$ cat config.mk
export PLATFORM = sky130hd
export DESIGN_NAME = rob_commit_unit
export DESIGN_NICKNAME = d
export VERILOG_FILES = /design/src/rtl/rob_commit_unit.sv
export SDC_FILE = /design/constraint.sdc
export NUM_CORES = 1
export LEC_CHECK = 0
export CORE_ASPECT_RATIO = 0.75
export CORE_UTILIZATION = 37
export DETAILED_ROUTE_END_ITERATION = 8
export DONT_BUFFER_PORTS = 1
export GPL_TIMING_DRIVEN = 0
export MAX_ROUTING_LAYER = met4
export PLACE_DENSITY = 0.61
export SLEW_MARGIN = 40
export SYNTH_ARGS = -nofsm -noshare
export SYNTH_HDL_FRONTEND = slang
export SYNTH_SLANG_ARGS = --single-unit
$ cat constraint.sdc
create_clock -name clk_i -period 7.59 [get_ports clk_i]
set_clock_uncertainty 0.1 [all_clocks]
set_input_delay 1.518 -clock clk_i [delete_from_list [all_inputs] [get_ports clk_i]]
set_output_delay 1.518 -clock clk_i [all_outputs]
set_load 0.02 [all_outputs]
$ cat src/rtl/rob_commit_unit.sv
// rob_commit_unit: in-order reorder buffer with single-branch squash and free-list return to rename
module rob_commit_unit #(
    parameter int DEPTH = 16,
    parameter int TAG_W = $clog2(DEPTH)
) (
    input  logic             clk_i,
    input  logic             rst_ni,
    input  logic [24:0]      rinstr_i,
    input  logic [5:0]       prev_prf_idx_i,
    input  logic             prev_prf_idx_valid_i,
    input  logic             is_branch_i,
    input  logic             alloc_stall_i,
    output logic [TAG_W-1:0] alloc_tag_o,
    output logic             rob_full_o,
    output logic             rob_empty_o,
    input  logic             cmpl0_valid_i,
    input  logic             cmpl1_valid_i,
    input  logic [TAG_W-1:0] cmpl0_tag_i,
    input  logic [TAG_W-1:0] cmpl1_tag_i,
    input  logic [1:0]       br_result_i,
    output logic [7:0]       p_commit_o,
    output logic [5:0]       prev_prf_idx_o,
    output logic             prev_prf_idx_valid_o,
    output logic             branch_pending_o
);
    typedef struct packed {
        logic       valid;
        logic [5:0] idx;
        logic       ready;
    } p_reg_t;
    typedef struct packed {
        logic   valid;
        p_reg_t rd;
        p_reg_t rs1;
        p_reg_t rs2;
    } rinstr_t;

    rinstr_t          rin;
    logic             unused_rin;
    logic [DEPTH-1:0] valid_q, valid_d, done_q, done_d;
    logic [DEPTH-1:0] rdv_q, rdv_d, pv_q, pv_d, br_q, br_d;
    logic [5:0]       rd_idx_q [DEPTH];
    logic [5:0]       rd_idx_d [DEPTH];
    logic [5:0]       prev_idx_q [DEPTH];
    logic [5:0]       prev_idx_d [DEPTH];
    logic [TAG_W-1:0] head_q, head_d, tail_q, tail_d, br_tag_q, br_tag_d, flush_cnt;
    logic [TAG_W:0]   count_q, count_d;
    logic             br_pending_q, br_pending_d;
    logic             commit, alloc, resolve, mispredict;

    assign rin        = rinstr_i;
    assign unused_rin = ^{rin.rd.ready, rin.rs1, rin.rs2};
    assign rob_full_o  = count_q == (TAG_W+1)'(DEPTH);
    assign rob_empty_o = count_q == '0;
    assign alloc_tag_o = tail_q;
    assign branch_pending_o = br_pending_q;
    assign resolve    = br_result_i[1] && br_pending_q;
    assign mispredict = resolve && !br_result_i[0];
    assign commit = rst_ni && valid_q[head_q] && done_q[head_q];
    assign alloc  = rin.valid && !alloc_stall_i && !rob_full_o && !mispredict;
    assign p_commit_o = {commit, commit && rdv_q[head_q] ? rd_idx_q[head_q] : 6'd0, commit};
    assign prev_prf_idx_o = commit ? prev_idx_q[head_q] : 6'd0;
    assign prev_prf_idx_valid_o = commit && rdv_q[head_q] && pv_q[head_q] && prev_idx_q[head_q] != 6'd0;

    always_comb begin
        valid_d      = valid_q;
        done_d       = done_q;
        rdv_d        = rdv_q;
        pv_d         = pv_q;
        br_d         = br_q;
        rd_idx_d     = rd_idx_q;
        prev_idx_d   = prev_idx_q;
        head_d       = head_q + TAG_W'(commit);
        tail_d       = tail_q;
        count_d      = count_q - (TAG_W+1)'(commit);
        br_pending_d = br_pending_q && !resolve;
        br_tag_d     = br_tag_q;
        flush_cnt    = br_tag_q - head_d + TAG_W'(1);
        if (cmpl0_valid_i && valid_q[cmpl0_tag_i] && !br_q[cmpl0_tag_i])
            done_d[cmpl0_tag_i] = 1'b1;
        if (cmpl1_valid_i && valid_q[cmpl1_tag_i] && !br_q[cmpl1_tag_i])
            done_d[cmpl1_tag_i] = 1'b1;
        if (resolve)
            done_d[br_tag_q] = 1'b1;
        if (commit)
            valid_d[head_q] = 1'b0;
        // an entry is younger than the branch when it sits further from head
        if (mispredict) begin
            for (int i = 0; i < DEPTH; i++)
                if (TAG_W'(i) - head_q > br_tag_q - head_q)
                    valid_d[i] = 1'b0;
            tail_d  = br_tag_q + TAG_W'(1);
            count_d = flush_cnt == '0 ? (TAG_W+1)'(DEPTH) : {1'b0, flush_cnt};
        end
        if (alloc) begin
            valid_d[tail_q]    = 1'b1;
            done_d[tail_q]     = 1'b0;
            rdv_d[tail_q]      = rin.rd.valid;
            rd_idx_d[tail_q]   = rin.rd.idx;
            pv_d[tail_q]       = prev_prf_idx_valid_i;
            prev_idx_d[tail_q] = prev_prf_idx_i;
            br_d[tail_q]       = is_branch_i;
            tail_d             = tail_q + TAG_W'(1);
            count_d            = count_d + (TAG_W+1)'(1);
            if (is_branch_i && (!br_pending_q || resolve)) begin
                br_pending_d = 1'b1;
                br_tag_d     = tail_q;
            end
        end
    end

    always_ff @(posedge clk_i) begin
        if (!rst_ni) begin
            valid_q      <= '0;
            done_q       <= '0;
            head_q       <= '0;
            tail_q       <= '0;
            count_q      <= '0;
            br_pending_q <= 1'b0;
            br_tag_q     <= '0;
        end else begin
            valid_q      <= valid_d;
            done_q       <= done_d;
            head_q       <= head_d;
            tail_q       <= tail_d;
            count_q      <= count_d;
            br_pending_q <= br_pending_d;
            br_tag_q     <= br_tag_d;
        end
    end

    always_ff @(posedge clk_i) begin
        rdv_q      <= rdv_d;
        pv_q       <= pv_d;
        br_q       <= br_d;
        rd_idx_q   <= rd_idx_d;
        prev_idx_q <= prev_idx_d;
    end
endmodule

==> results.txt, run 1 <==
The flow ran to the end, and the final reports show no timing, DRC or antenna violations. Setup repair after global routing left no endpoint under its margin. The worst register-to-register path begins at head_q[1]$_SDFF_PN0_.

Post-CTS timing repair inserted 0 buffers for setup. TritonCTS built the clock tree. Maximum resistive drop on vdd: 0.179 mV. For this run, the share of the core covered by cells in the final layout is 43.1%. For this run, design rule violations remaining after detail routing come to 0.

In this run the tightest slew margin relative to its limit is 46.3%. The synthesized design spends more area on one cell type than any other, namely edfxtp_1. The data arrival time of the worst path was 3870 ps.

The tools report the required time of the worst setup path as 5970 ps. The count of buffers added on input and output ports is 0. In this run the worst path has a maximum fanout of 10. Summing the areas of all fa, ha and maj instances in the mapped netlist gives 5.58% of the synthesized area. The maximum buffer depth of the clock tree was 3; the count of different cell masters after synthesis was 56. Yosys attributes the largest share of cell area to edfxtp_1 54%, mux4_2 11%, dfxtp_1 7.5%, ha_1 5.1%, a21oi_1 1.8%.

The sequential cells in the finished layout cover a total of 8210 um^2. The launching element of the worst setup path is head_q[1]$_SDFF_PN0_. The number of sinks handled by clock tree synthesis is 290, and the initial antenna violation count is 0. During synthesis, Yosys emitted a total of 0 warnings.

In this run, synthesis inferred 240 flip-flops with an integrated enable. The tools report the total number of nets in the final design as 1066. The worst hold path class is flop to flop. Cell count of the worst reg-to-reg path: 20. In this run the power density over the cells is 214 nW/um^2.

STA classifies the critical path endpoint as an output pin. Setup slack closes at 2100 ps. The area growth from synthesis to layout is 13.3%. The tools report the clock tree root driver cell as clkbuf_16. Summing all multi-input logic gate instances after layout gives 4900 um^2. Of all flip-flops after synthesis, the portion carrying an async set or reset was 0%. The region available for standard cell placement spans 35200 um^2.

The fmax came out at 0.182 GHz. Max-cap violations in this run came to 0. The total via count in the routed design was 8303.

In the routed layout, each cell is associated on average with a via count of 5.78. The simple-gate area share of the yosys netlist came out at 8.23%. The commonest cells after synthesis are 240 x edfxtp_1, 68 x mux4_2, 55 x ha_1, 50 x dfxtp_1. The sequential fraction of the synthesis area came out at 61.2%. At the later pin of the worst-skew pair, clock insertion delay measures 560 ps. The first routing iteration left 849 violations. The level count of the clock H-tree was 1; the global-route usage over all layers was 20.1%. Setup violations remaining at the end of the flow were counted as 0.

The average instance area after synthesis is 14.8 um^2. The placement-stage worst setup slack was 2280 ps. For the reg-to-reg setup timing slack, the log shows 2270 ps. By area, the combinational part of the netlist is dominated by multiplexers.

Synthesis produced a netlist with a net count of 1013. The full die area was 37000 um^2; the largest net degree at the start of global routing was 19. The number of antenna-violating nets in the routed design is 0, and the cell area after synthesis is 13400 um^2. After synthesis, the share of cell area in mux cells is 12.4%. The endpoint of the worst-slack reg-to-reg timing path was count_q[4]$_SDFF_PN0_. STA classifies the critical path startpoint as a flop.

The first global-routing pass estimated 53.5 mm of wire. For the starting utilization of the core area, the log shows 38.1%. For the first-pass iteration count of the detailed router, the log shows 5. The worst path uses 72.3% of the clock period. In this run, post-CTS hold repair placed 0 buffers.

The aggregate routed wire length is 35.7 mm, and the proportion of layout cells with a drive suffix above 1 is 19.1%. Number of filler instances in the final layout: 3102. The chip width was 222 um; the number of clock buffers inserted by TritonCTS was 29. The setup path with the least slack is of type flop to output pin. The design draws 3.25 mW.

The area fraction of the dominant cell type after synthesis is 53.7%, and the xor/xnor cell area share of the yosys netlist is 2.01%. The logs give 0 ps for the setup total negative slack and 0 for the number of max-slew violations in the final report. The die boundary height was 167 um.

Routability-driven placement finished with a final weighted congestion of 0.960. The final number of hold-violating endpoints came out at 0. The run gives 8194 as the via count of the first global-routing pass. The number of cell rows was 59.

Summed over all cells, the static leakage comes to 5.09 nW. In this run, synthesis produced a sequential element count of 290. The wire-length estimate of the detail-placed layout is 24.8 mm. The complex-gate fraction of the synthesized area is 7.85%, and the transition at the pin with the smallest max-transition slack is 799 ps. Global routing finished with a remaining overflow of 0. In this run the worst setup path terminates at prev_prf_idx_valid_o.

After layout, the minimum clock period comes to 5490 ps. The count of cells resized by post-cts repair came out at 0. The most common cell in the synthesized netlist is edfxtp_1. The worst hold path begins at valid_q[2]$_SDFF_PN0_.

The clock-pin slew reported for the worst setup and hold paths after clock tree synthesis was 60 ps. The number of antenna diodes in the final layout is 0. The cell count after synthesis came out at 907. 70 I/O pins were placed. Among all flip-flop cells after synthesis, the most frequent one is edfxtp_1. Dividing the detail-routed wire length by the instance count gives 24.8 um.
registers in the layout, summed over array words and instances, names as in the netlist:
| signal | flops |
|---|---|
| rdv_q | 16 |
| br_tag_q | 4 |
| prev_idx_q | 96 |
| alloc_tag_o | 4 |
| done_q | 16 |
| count_q | 5 |
| valid_q | 16 |
| branch_pending_o | 1 |
| rd_idx_q | 96 |
| br_q | 16 |
| pv_q | 16 |
| head_q | 4 |
worst min-delay path by stage:
stage,endpoint,slack [ps],cells after the start
after global placement,valid_q[0]$_SDFF_PN0_,480,2
after floorplan,valid_q[0]$_SDFF_PN0_,390,2
after global routing,valid_q[2]$_SDFF_PN0_,520,3
after CTS,valid_q[2]$_SDFF_PN0_,500,3
after detailed placement,valid_q[0]$_SDFF_PN0_,480,2
final,valid_q[2]$_SDFF_PN0_,510,3
layout make-up:
class                      count  share of cell area [%]
timing repair buffer          22                    1.33
clock buffer                  33                    4.88
buffer                        40                    1.32
clock inverter                18                    1.28
multi-input combinational    531                    32.3
inverter                      46                    1.14
tap                          457                    3.76
sequential                   290                    54.0
cell families after synthesis:
group                      count (synthesis)
AOI/OAI and AO/OA                        154
xor gates and xnor gates                  30
adders and majority gates                 58
buffers and inverters                     86
DFF                                      290
muxes                                     80
and+or+nand+nor                          209
through the flow:
step	cell area, um^2	hold WS [ps]	instances
finish	15200	509	1437
global route	15200	524	1437
CTS	15200	501	1437
detailed placement	14200	478	1386
global placement	14000	482	1364
floorplan	13400	386	907
worst max-delay path: stages (launching register included):
cell and delay (ps):
dfxtp_1 620, buf_2 310, buf_2 430, buf_2 450, mux4_2 280, mux2i_1 90, mux2_2 300, nand4_1 90
nor2_1 80, nor3_1 650
power by group:
| part | internal (mW) | switching [mW] | leakage [nW] |
|---|---|---|---|
| sequential | 1.73 | 0.00660 | 2.57 |
| clock | 0.834 | 0.605 | 0.460 |
| combinational | 0.0270 | 0.0485 | 2.06 |
| total | 2.59 | 0.660 | 5.09 |
routing by layer:
metal | vias to the layer above | track usage [%] | part of all wire [%]
met3 | 73 | 4.96 | 9.2
met2 | 335 | 28.2 | 42
met4 | 0 | 5.07 | 2.4
li1 | 3657 | - | -
met1 | 4238 | 29.1 | 46
met5 | - | - | 0
layout by cell type, fill, tap and decap left out, types with 5 or more instances in the layout:
cell type / n
a21o_1: 9
a21oi_1: 47
a221oi_1: 8
a311oi_1: 5
a31oi_1: 12
and3_1: 9
and4_1: 8
buf_2: 24
buf_4: 9
clkbuf_1: 21
clkbuf_16: 29
clkinv_1: 7
clkinv_2: 5
dfxtp_1: 50
edfxtp_1: 240
ha_1: 55
inv_1: 34
inv_2: 10
mux2i_1: 9
mux4_2: 68
nand2_1: 47
nand2b_1: 14
nand3_1: 17
nor2_1: 42
nor2b_1: 17
nor3_1: 10
nor3b_1: 13
o21a_1: 8
o21ai_0: 17
o221a_2: 5
o221ai_1: 10
o31ai_1: 8
xnor2_1: 18
xor2_1: 9
(Power assumes the default switching activity.)
==> inputs of run 2 (changes only) <==
Settings changed: PLACE_DENSITY 0.61 to 0.63.
Clock period 7.59 ns to 4.75 ns, I/O delays scaled along.
==> run 2 against run 1 <==
Total power is 66% higher; global-route usage increased by 0.28 points; largest power group unchanged; die area unchanged; combinational power grew 60%; sequential power is 60% higher; via count is 1.2% higher; first-iteration DRC count up 8.5%.
==> results.txt, run 2 (same netlist as run 1, synthesis figures left out) <==
The logs give 0 (unchanged) for the number of max-cap violations and 0 (unchanged) for the DRC violations left. The power per cell area was 352 nW/um^2 (+64%). The clock network fraction of total power was 46.5% (+2.3 points). The share of total power in combinational logic was 2.2% (about the same). Cell count of the worst reg-to-reg path: 19 (-5.0%). Leaving out fill and tap cells, the most frequent cells in the layout are 240 x edfxtp_1, 68 x mux4_2, 55 x ha_1. The final critical path takes up 93.6% of the cycle. The largest net degree at the start of global routing was 19 (unchanged); the switching share of power was 20.1% (-0.23 points). The leakage component of the power came out at 5.18 nW (+1.8%). The clock-pin slew reported for the worst setup and hold paths after clock tree synthesis is 70 ps (about the same), and the count of inserted antenna diode cells is 0 (unchanged). TritonCTS built the clock tree. Chip width: 222 um (unchanged). The largest registers in the layout are prev_idx_q: 96 flops, rd_idx_q: 96 flops.

The element type at the critical path start is a flop. For the maximum buffer depth of the clock tree, the log shows 3 (unchanged). The number of failing setup endpoints in the final timing report is 0 (unchanged).

Overflow left after global routing: 0 (unchanged). The number of max-slew violations in the final report is 0 (unchanged). The number of sinks handled by clock tree synthesis is 290 (unchanged), and the final number of hold-violating endpoints is 0 (unchanged). Sequential group share of total power: 51.3% (-2.1 points).

Average wire per standard cell: 25.2 um (+1.4%). In this run the critical register-to-register path is captured at count_q[4]$_SDFF_PN0_. The worst-skew pair later-pin latency came out at 570 ps (about the same).

Start point of the worst min-delay path: is_branch_i. The reg-to-reg setup timing slack was 300 ps (-1970 ps). The number of top-level pins was 70 (unchanged). Derived from the worst setup path, the maximum achievable clock frequency is 0.225 GHz. The logs give 1.09 mW (+65%) for the net switching power of the design and 921 (+8.5%) for the first-iteration detailed-routing DRC count. The starting utilization of the core area is 38.1% (unchanged), and the count of input and output buffers is 0 (unchanged).

The global-route usage over all layers is 20.4% (+0.28 points). The post-placement cell count was 1387 (+0.072%); the number of buffers inserted by hold repair at cts was 0 (unchanged). For the number of filler instances in the final layout, the log shows 3076 (-0.84%).

The proportion of layout cells with a drive suffix above 1 was 20.6% (+1.5 points); the first-pass iteration count of the detailed router was 5 (unchanged). For the initial antenna violation count, the log shows 0 (unchanged). The run gives 43.7% (+0.59 points) as the final core area utilization.

Startpoint of the most critical register-to-register path: head_q[1]$_SDFF_PN0_. Data arrival time of the worst path: 4790 ps (+920 ps). The commonest non-fill, non-tap cell in the layout was edfxtp_1.

The aggregate routed wire length is 36.4 mm (+2.1%), and the wire length of the first global-routing pass is 53.8 mm (+0.53%). The logs give 1 (unchanged) for the level count of the clock H-tree and 0.945 (-1.6%) for the placer congestion estimate. The worst hold path belongs to the class primary input to flop. The logs give 8061 (-1.6%) for the via count of the first global-routing pass and 45.0% (-1.3 points) for the relative slew slack.

Setup repair after global routing left no endpoint under its margin. The category of the critical setup timing path is flop to flop. The required time of the worst setup path came out at 5090 ps (-880 ps). The tools report the maximum resistive drop on vdd as 0.271 mV (+52%). The transition at the pin with the smallest max-transition slack works out to 825 ps (+26.4 ps). The run gives 8406 (+1.2%) as the total via count in the routed design. The design internal power was 4.33 mW (+67%). Following the worst setup path forward leads to its endpoint at count_q[4]$_SDFF_PN0_.

The total number of nets in the final design was 1072 (+0.56%); the detail-routed via count per cell was 5.81 (+0.61%). The run finished with clean final reports. The worst setup path is captured at a flop. The clock period minus worst slack was 4450 ps. The synthesis-to-finish area growth was 14.8%; the full die area was 37000 um^2 (unchanged). The run gives 59 (unchanged) as the number of cell rows. The clock tree root driver cell is clkbuf_16. The number of clock buffers inserted by TritonCTS came out at 30 (+3.4%). The worst-path maximum fanout works out to 17 (+7). The total core area was 35200 um^2 (unchanged). The worst hold slack after final layout is 371 ps (-139 ps). The number of antenna-violating nets in the routed design was 0 (unchanged); the number of standard cells in the final layout excluding fillers was 1446 (+0.63%). The most critical setup path has its startpoint at head_q[1]$_SDFF_PN0_. The die boundary height was 167 um (unchanged); the final HPWL from detailed placement was 24.7 mm (-0.34%).
## run 2: layer usage
metal	routed length (um)	share of wire, %	GRT usage (%)	up-vias
li1	-	-	-	3680
met1	16300	45	29.5	4303
met2	15900	44	29.3	368
met3	3490	9.6	4.46	55
met4	755	2.1	4.32	0
met5	0	0	-	-
## run 2: layout make-up
type / count / area (um^2) / share of cell area, %
Timing Repair Buffer: 28 / 251 / 1.63
Clock inverter: 21 / 272 / 1.76
Tap cell: 457 / 572 / 3.71
Buffer: 39 / 204 / 1.32
Clock buffer: 34 / 787 / 5.11
Inverter: 46 / 188 / 1.22
Multi-Input combinational cell: 531 / 4910 / 31.9
Sequential cell: 290 / 8220 / 53.4
## run 2: how the worst min path moves through the flow
stage	slack, ps	endpoint	cells past startpoint
after floorplan	390	valid_q[0]$_SDFF_PN0_	2
after global placement	490	valid_q[2]$_SDFF_PN0_	3
after detailed placement	490	done_q[6]$_SDFF_PN0_	3
after CTS	350	br_q[4]$_DFFE_PP_	0
after global routing	350	br_q[4]$_DFFE_PP_	0
final	370	br_q[11]$_DFFE_PP_	0
## run 2: worst max-delay path, stage by stage, from the launching register on
cell     delay (ps)
dfxtp_4         430
buf_6           180
o21ai_0         160
mux4_2          540
mux2_4          400
nand2_4         110
inv_1           110
ha_1            210
ha_1            310
ha_1            280
inv_1            60
ha_1            130
inv_1            40
fa_1            370
xnor2_1         180
xnor2_1         160
xnor2_1         110
o22ai_1         220
xor2_1          190
nor2_1           50
## run 2: power groups by stage
stage,combinational [mW],sequential (mW),clock (mW)
after global placement,0.113,2.83,0
after global routing,0.131,2.78,2.65
final,0.121,2.78,2.52
after CTS,0.119,2.78,2.56
after detailed placement,0.118,2.83,0
after floorplan,0.0844,2.83,0
## run 2: timing repair
| action | in CTS | in global routing |
|---|---|---|
| setup endpoints to repair | 7 | 2 |
| buffers inserted | 0 | 5 |
| pin swaps | 0 | 0 |
| hold endpoints to repair | 0 | 0 |
| gates resized for setup | 11 | 4 |
## run 2: per-stage QoR
stage / TNS [ps] / power, mW / area (um^2) / setup slack, ps
after global placement: -69190 / 2.95 / 14000 / -1730
after CTS: 0 / 5.45 / 15400 / 16.5
after detailed placement: -1450 / 2.95 / 14300 / -579
after global routing: 0 / 5.56 / 15400 / 135
after floorplan: 0 / 2.91 / 13400 / 380
final: 0 / 5.41 / 15400 / 304
